--- src/rtl/eth_pkg.sv ---
// Shared definitions for the 64b/66b PCS receive path.
// Sync-header encodings and the block-lock FSM state type.
package eth_pkg;

    localparam logic [1:0] SH_DATA = 2'b01;
    localparam logic [1:0] SH_CTRL = 2'b10;

    typedef enum logic {
        TEST_SH,
        SLIP_WAIT
    } blk_lock_state_t;

endpackage

--- src/rtl/eth_block_lock.sv ---
// 64b/66b block-lock stage: checks sync headers, requests gearbox slips until aligned,
// and registers the beat through to the descrambler with one cycle of latency.
//
// state     | meaning
// ----------+-----------------------------------------------------------
// TEST_SH   | counting headers in the current window, deciding lock/slip
// SLIP_WAIT | slip issued; headers ignored while the GT realigns
module eth_block_lock
    import eth_pkg::*;
#(
    parameter int DATA_WIDTH       = 16,
    parameter int GOOD_SH_COUNT    = 64,
    parameter int BAD_SH_LIMIT     = 16,
    parameter int SLIP_WAIT_CYCLES = 32
) (
    input  logic                  i_clk,
    input  logic                  i_rst_n,
    input  logic                  i_data_valid,
    input  logic [DATA_WIDTH-1:0] i_data,
    input  logic [1:0]            i_header,
    input  logic                  i_headervalid,
    output logic                  o_data_valid,
    output logic [DATA_WIDTH-1:0] o_data,
    output logic [1:0]            o_header,
    output logic                  o_headervalid,
    output logic                  o_rx_slip,
    output logic                  o_block_lock
);

    localparam int CNT_W  = $clog2(GOOD_SH_COUNT + 1);
    localparam int BAD_W  = $clog2(BAD_SH_LIMIT + 1);
    localparam int WAIT_W = $clog2(SLIP_WAIT_CYCLES + 1);

    blk_lock_state_t    state;
    logic [CNT_W-1:0]   sh_cnt;
    logic [CNT_W-1:0]   cnt_n;
    logic [BAD_W-1:0]   sh_bad_cnt;
    logic [BAD_W-1:0]   bad_n;
    logic [WAIT_W-1:0]  wait_cnt;
    logic               hev;
    logic               shv;

    assign hev = i_data_valid & i_headervalid & (state == TEST_SH);
    assign shv = (i_header == SH_DATA) | (i_header == SH_CTRL);

    always_comb begin
        cnt_n = sh_cnt + CNT_W'(1);
        bad_n = sh_bad_cnt;
        if (!shv && (sh_bad_cnt != BAD_W'(BAD_SH_LIMIT)))
            bad_n = sh_bad_cnt + BAD_W'(1);
    end

    always_ff @(posedge i_clk or negedge i_rst_n) begin
        if (!i_rst_n) begin
            o_data_valid  <= 1'b0;
            o_data        <= '0;
            o_header      <= 2'b00;
            o_headervalid <= 1'b0;
        end else begin
            o_data_valid  <= i_data_valid;
            o_data        <= i_data;
            o_header      <= i_header;
            o_headervalid <= i_headervalid & i_data_valid;
        end
    end

    // wait_cnt is a down-counter; SLIP_WAIT lasts exactly SLIP_WAIT_CYCLES cycles
    always_ff @(posedge i_clk or negedge i_rst_n) begin
        if (!i_rst_n) begin
            state        <= TEST_SH;
            sh_cnt       <= '0;
            sh_bad_cnt   <= '0;
            wait_cnt     <= '0;
            o_rx_slip    <= 1'b0;
            o_block_lock <= 1'b0;
        end else begin
            o_rx_slip <= 1'b0;
            case (state)
                TEST_SH: begin
                    if (hev) begin
                        sh_cnt     <= cnt_n;
                        sh_bad_cnt <= bad_n;
                        if ((!o_block_lock && !shv) ||
                            (o_block_lock && (bad_n == BAD_W'(BAD_SH_LIMIT)))) begin
                            o_block_lock <= 1'b0;
                            o_rx_slip    <= 1'b1;
                            state        <= SLIP_WAIT;
                            wait_cnt     <= WAIT_W'(SLIP_WAIT_CYCLES - 1);
                            sh_cnt       <= '0;
                            sh_bad_cnt   <= '0;
                        end else if (cnt_n == CNT_W'(GOOD_SH_COUNT)) begin
                            if (bad_n == '0)
                                o_block_lock <= 1'b1;
                            sh_cnt     <= '0;
                            sh_bad_cnt <= '0;
                        end
                    end
                end
                SLIP_WAIT: begin
                    if (wait_cnt == '0)
                        state <= TEST_SH;
                    else
                        wait_cnt <= wait_cnt - WAIT_W'(1);
                end
            endcase
        end
    end

endmodule

--- config.mk ---
export PLATFORM = sky130hd
export DESIGN_NAME = eth_block_lock
export DESIGN_NICKNAME = d
export VERILOG_FILES = /design/src/rtl/eth_pkg.sv /design/src/rtl/eth_block_lock.sv
export SDC_FILE = /design/constraint.sdc
export NUM_CORES = 1
export LEC_CHECK = 0
export BUFFER_PORTS_ARGS = -buffer_cell sky130_fd_sc_hd__clkbuf_2
export CORE_ASPECT_RATIO = 1.75
export CORE_MARGIN = 8
export CORE_UTILIZATION = 30
export CTS_BUF_LIST = sky130_fd_sc_hd__clkbuf_4 sky130_fd_sc_hd__clkbuf_8
export CTS_CLUSTER_SIZE = 28
export DETAILED_ROUTE_END_ITERATION = 8
export PLACE_DENSITY = 0.48
export RECOVER_POWER = 25
export SLEW_MARGIN = 20
export SYNTH_ARGS = -nofsm -noshare
export SYNTH_HDL_FRONTEND = slang
export SYNTH_SLANG_ARGS = --single-unit
--- constraint.sdc ---
create_clock -name i_clk -period 3.3 [get_ports i_clk]
set_input_delay 0 -clock i_clk [delete_from_list [all_inputs] [get_ports i_clk]]
set_output_delay 0 -clock i_clk [all_outputs]
set_load 0.05 [all_outputs]
Yosys cells after proc, flatten, opt, wreduce, memory -nomap -nowiden
Index checks and enable logic that the tools add are counted.

Flip-flop bits (word level): 41. Bits of input ports: 22.

Bitwise operators: 4. Mux-type cells: 17. Eq/ne operators: 8. Reduce and logical (&&, ||, !) cells: 13. Add/sub/neg operators: 3.

Operator list (number): $mux 6 (3); $mux 5 (3); $mux 7 (2); $pmux 6 s2 (1); $add 7x1->7 const B (1); $eq 7x7->1 const B (1); $mux 1 (7); $logic_not 6->1 (1); $sub 6x1->6 const B (1); $add 5x1->5 const B (1); $eq 5x5->1 const B (1); $logic_not 5->1 (1); $ne 5x5->1 const B (1); $ne 2x2->1 const B (2); $reduce_and 4->1 (1); $reduce_bool 2->1 (2); $logic_and 1x1->1 (3); $reduce_and 3->1 (1); $and 1x1->1 (2); $eq 2x1->1 const B (1); $eq 2x2->1 const B (1); $logic_not 1->1 (2); $ne 2x1->1 const B (1); $pmux 1 s2 (1); other kinds (4) (4).

Logic depth before layout (Yosys ltp)
Depth after elaboration: 11. Mapped depth: 8. Gate-level depth less buffers: 8.

Least setup slack after synthesis
OpenSTA, ideal clock, no wires.

Path type: register to register. Start: register sh_bad_cnt[0]. End: register wait_cnt[5]. Slack: 1.295 ns. Arrival time: 1.867 ns. Cell stages (with the launch flop): 9. Path buffers: 0. Setup time: 0.137 ns. Period minus slack after synthesis: 2.005 ns. Required time: 3.163 ns. Cells stage by stage: dfrtp_1 inv_1 ha_1 nor4bb_1 o21ai_0 a211oi_2 a31oi_1 o21ai_0 o211ai_1.

Longest elaborated chain between the ends: 8. Elaborated cells on any way between the ends: 9. Those cells by class: add/sub (1); eq/ne (3); mux (1); reduce/logical (4).

RTL lines: start: declaration (RTL line eth_block_lock.sv:37) `logic [BAD_W-1:0] sh_bad_cnt;`; start signal: assignment (RTL line eth_block_lock.sv:82) `sh_bad_cnt <= bad_n;`; branches (longest 2 deep; another with $add 5x1->5); $mux 5 (*) (RTL line eth_block_lock.sv:49) `if (!shv && (sh_bad_cnt != BAD_W'(BAD_SH_LIMIT)))`; $eq 5x5->1 (*) (RTL line eth_block_lock.sv:84) `(o_block_lock && (bad_n == BAD_W'(BAD_SH_LIMIT)))) begin`; $logic_and 1x1->1 (*) (RTL line eth_block_lock.sv:84); $logic_or 1x1->1 (*) (RTL line eth_block_lock.sv:83) `if ((!o_block_lock && !shv) ||`; $ne 2x1->1 (no line) (*); $reduce_and 3->1 (no line) (*); end signal: assignment (RTL line eth_block_lock.sv:88) `wait_cnt <= WAIT_W'(SLIP_WAIT_CYCLES - 1);`; end signal: assignment (RTL line eth_block_lock.sv:103) `wait_cnt <= wait_cnt - WAIT_W'(1);`; end: declaration (RTL line eth_block_lock.sv:39) `logic [WAIT_W-1:0] wait_cnt;`.

Every way passes the cells marked *. A chain may end at the register's enable or synchronous reset.

Worst setup path after layout
Same ends and word-level chain as after synthesis.

==> impl_metrics.py <==
metrics = {
    "synth": {
        "syn-cell-area_mm2": 0.00179,
        "syn_inst": 163,
        "syn_area_per_cell_um2": 11.0,
        "synthSimpleGateAreaFrac": 0.179,
        "synth_edf_count": 0,
        "async_reset_ff_frac": 1.00,
        "yosys_warnings": 0,
        "seq_area_frac_synth": 0.574,
        "yosys-mux-area-fraction": 0.0168,
        "ys_ff_latch": 41,
        "synth_adder_area_share": 0.0280,
        "synthesis.nets": 189,
        "synth-compound-area-share": 0.137,
        "synth_xor_area_frac": 0.0336,
        "synth_top_family_by_area": "simple AND/OR/NAND/NOR gates",
        "synth_top_flop_cell": "dfrtp_1",
        "netlist-cell-type-count": 43,
    },
    "global_routing": {
        "grt_start_max_net_pins": 42,
        "grt_pass1_wl_um": 7310,
        "grt_util_all_layers": 0.109,
        "grt_pass1_vias": 1526,
        "antenna_found_initial": 0,
        "grt-ovfl-total": 0,
    },
    "sta": {
        "setup_viol": 0,
        "maxSlewViolCount": 0,
        "final.period_utilization": 0.706,
        "rsz0062_at_grt": "false",
        "skew_ns": 0.00713,
        "fin_tns_setup_ns": 0,
        "finalCriticalPeriod_ns": 2.33,
        "fmax_mhz": 429,
        "slew_headroom": 0.371,
        "hold_violations": 0,
        "worst-slew-pin-transition_ns": 0.943,
    },
    "floorplan": {
        "core-area_mm2": 0.00583,
        "dieArea_mm2": 0.00878,
        "core.rowCount": 37,
        "initial_core_util": 0.306,
        "dieHeight_um": 118,
        "die_x_um": 74.3,
        "ios": 44,
    },
    "clocking": {
        "cts_setup_buffers": 0,
        "cts-htree-levels": 2,
        "cts_buffers": 5,
        "cts_tree": "built",
        "clkTransAtPathRegs_ns": 0.08,
        "cts_buffer_depth": 2,
        "clk_latency_ns": 0.29,
        "cts-root-buf": "clkbuf_8",
        "cts_sinks": 41,
    },
    "route": {
        "antenna_left": 0,
        "drt-initial-drc-count": 58,
        "drt_pass1_iterations": 4,
        "post_drt_wl_per_cell_um": 14.5,
        "post-route-drc-count": 0,
        "num_vias": 1448,
        "wl_um": 4490,
        "routed_via_density": 4.67,
    },
    "critical_path": {
        "worst_setup_path_end_kind": "flip-flop",
        "cp_cell_sequence": "inv_1 > ha_1 > nor4bb_1 > o21ai_0 > a211oi_2 > a31oi_1 > o21ai_0 > o211ai_1",
        "ff2ff_setup_slack_ns": 0.97,
        "cpMostUsedCell": "o21ai_0",
        "reg2reg_to": "wait_cnt[5]$_DFFE_PN0P_",
        "cpMaxStageDelayCell": "dfrtp_1",
        "r2r_cells": 8,
        "max_stage_delay_ns": 0.42,
        "critPathMaxFanout": 8,
        "worst_setup_path_start_kind": "flip-flop",
        "crit_type": "reg -> reg",
        "arrival_ns": 2.50,
        "worstReg2RegStart": "sh_bad_cnt[0]$_DFFE_PN0P_",
        "worstPathRequired_ns": 3.47,
    },
    "place": {
        "post-place-cells": 281,
        "numPortBuffers": 43,
        "placed_cell_area_mm2": 0.00209,
        "gp_congestion": 0.809,
        "hpwl_um": 3270,
    },
    "worst_hold_path": {
        "hold_path_startpoint": "i_data[11]",
        "worstHoldPathCells": 2,
        "holdCritPathClass": "in -> reg",
        "hold_path_end": "o_data[11]$_DFF_PN0_",
    },
    "finish": {
        "fin_cells": 310,
        "final_cell_mix": "dfrtp_1, clkbuf_2, dlygate4sd3_1",
        "final_area_mm2": 0.00239,
        "drive_gt1_frac": 0.211,
        "final_common_cell": "dfrtp_1",
        "nets": 257,
        "area_delta_synth_final_pct": 33.5,
        "num_antenna_cells": 0,
    },
    "power_and_ir_drop": {
        "power_leakage_nw": 1.06,
        "share_comb_of_total_power": 0.283,
        "p_int_mw": 0.933,
        "power.share.clock": 0.240,
        "power.density_mw_per_mm2": 609,
        "switching_share": 0.357,
        "ir_worst_vdd_v": 0.000270,
        "power_frac_seq": 0.477,
        "p_sw_mw": 0.519,
    },
    "outcome": {
        "status": "completed",
    },
    "job": {
        "drv_cap": 0,
    },
}
==> synth_stat cells, types with 2 or more instances <==
cell type	instances	area share
nand2b_1	2	0.0070
nor2b_1	3	0.011
a22oi_1	4	0.017
nand4b_1	2	0.0098
ha_1	4	0.028
clkbuf_1	2	0.0042
mux2i_1	3	0.017
nand3b_1	2	0.0084
a31oi_1	3	0.011
inv_1	10	0.021
xnor2_1	4	0.020
a21oi_1	4	0.011
or3_1	2	0.0070
nor2_1	6	0.013
nor3_1	8	0.022
o21a_1	2	0.0084
nand4_1	3	0.011
buf_2	2	0.0056
o21ai_1	2	0.0056
nand2_1	14	0.029
dfrtp_1	41	0.57
o21ai_0	11	0.031
nand3_1	9	0.025
==> worst max-delay path: cells and delay by family, from the launching register on <==
| family | cells | cell delay (ns) |
|---|---|---|
| AOI/OAI and AO/OA | 5 | 1.22 |
| DFF | 1 | 0.42 |
| and+or+nand+nor | 1 | 0.30 |
| adders and majority gates | 1 | 0.17 |
| buffers and inverters | 1 | 0.11 |
==> how the worst max path moves through the flow <==
stage	to	depth (start not counted)	start
after global routing	wait_cnt[5]$_DFFE_PN0P_	8	sh_bad_cnt[0]$_DFFE_PN0P_
after floorplan	wait_cnt[5]$_DFFE_PN0P_	8	sh_bad_cnt[0]$_DFFE_PN0P_
after global placement	wait_cnt[5]$_DFFE_PN0P_	8	sh_bad_cnt[0]$_DFFE_PN0P_
after CTS	sh_bad_cnt[2]$_DFFE_PN0P_	8	sh_bad_cnt[0]$_DFFE_PN0P_
after detailed placement	wait_cnt[5]$_DFFE_PN0P_	8	sh_bad_cnt[0]$_DFFE_PN0P_
final	wait_cnt[5]$_DFFE_PN0P_	8	sh_bad_cnt[0]$_DFFE_PN0P_
==> state kept, by name, summed over array words and instances, names as in the netlist <==
name	count
o_block_lock	1
o_data	16
o_data_valid	1
o_header	2
o_headervalid	1
o_rx_slip	1
sh_bad_cnt	5
sh_cnt	7
state	1
wait_cnt	6
==> through the flow <==
stage	util	hold WS [ns]	power, mW	worst slack, ns
floorplan	-	-0.296	0.984	1.30
finish	0.409	0.351	1.45	0.970
global route	0.409	0.343	1.56	0.704
CTS	0.411	0.344	1.48	0.968
detailed placement	0.358	0.110	1.10	0.999
global placement	0.358	0.108	1.10	1.01
==> repair_timing <==
action	CTS	global route
hold endpoints to repair	61	0
resized for setup	0	0
hold buffers	21	0
==> cell families (layout without fill, tap and decap cells) <==
group,after synthesis,in the layout
buffers and inverters,14,83
DFF,41,41
adders and majority gates,4,4
and+or+nand+nor,59,59
muxes,3,3
AOI/OAI and AO/OA,36,36
xor gates and xnor gates,6,6
==> per-layer routing <==
metal | vias up | routed length [um] | GRT usage
met5 | - | 0 | 0
met1 | 709 | 1620 | 0.106
li1 | 716 | - | -
met4 | 0 | 99 | 0.0469
met2 | 16 | 2650 | 0.205
met3 | 7 | 119 | 0.0230
==> power groups by stage <==
stage,Sequential (mW),Clock (mW),Combinational (mW)
3_3_place_gp,0.701,0,0.394
2_1_floorplan,0.712,0,0.272
6_report,0.693,0.348,0.411
4_1_cts,0.693,0.366,0.423
3_5_place_dp,0.703,0,0.401
5_1_grt,0.709,0.390,0.465
==> cell type report <==
cell class                 instances  area (um^2)
clock inverter                     2         13.8
timing repair buffer              65          423
clock buffer                       6         82.6
fill                             616         3450
sequential                        41         1030
multi-input combinational        108          706
tap                               78         97.6
inverter                          10         37.5
(Power assumes the default switching activity.)
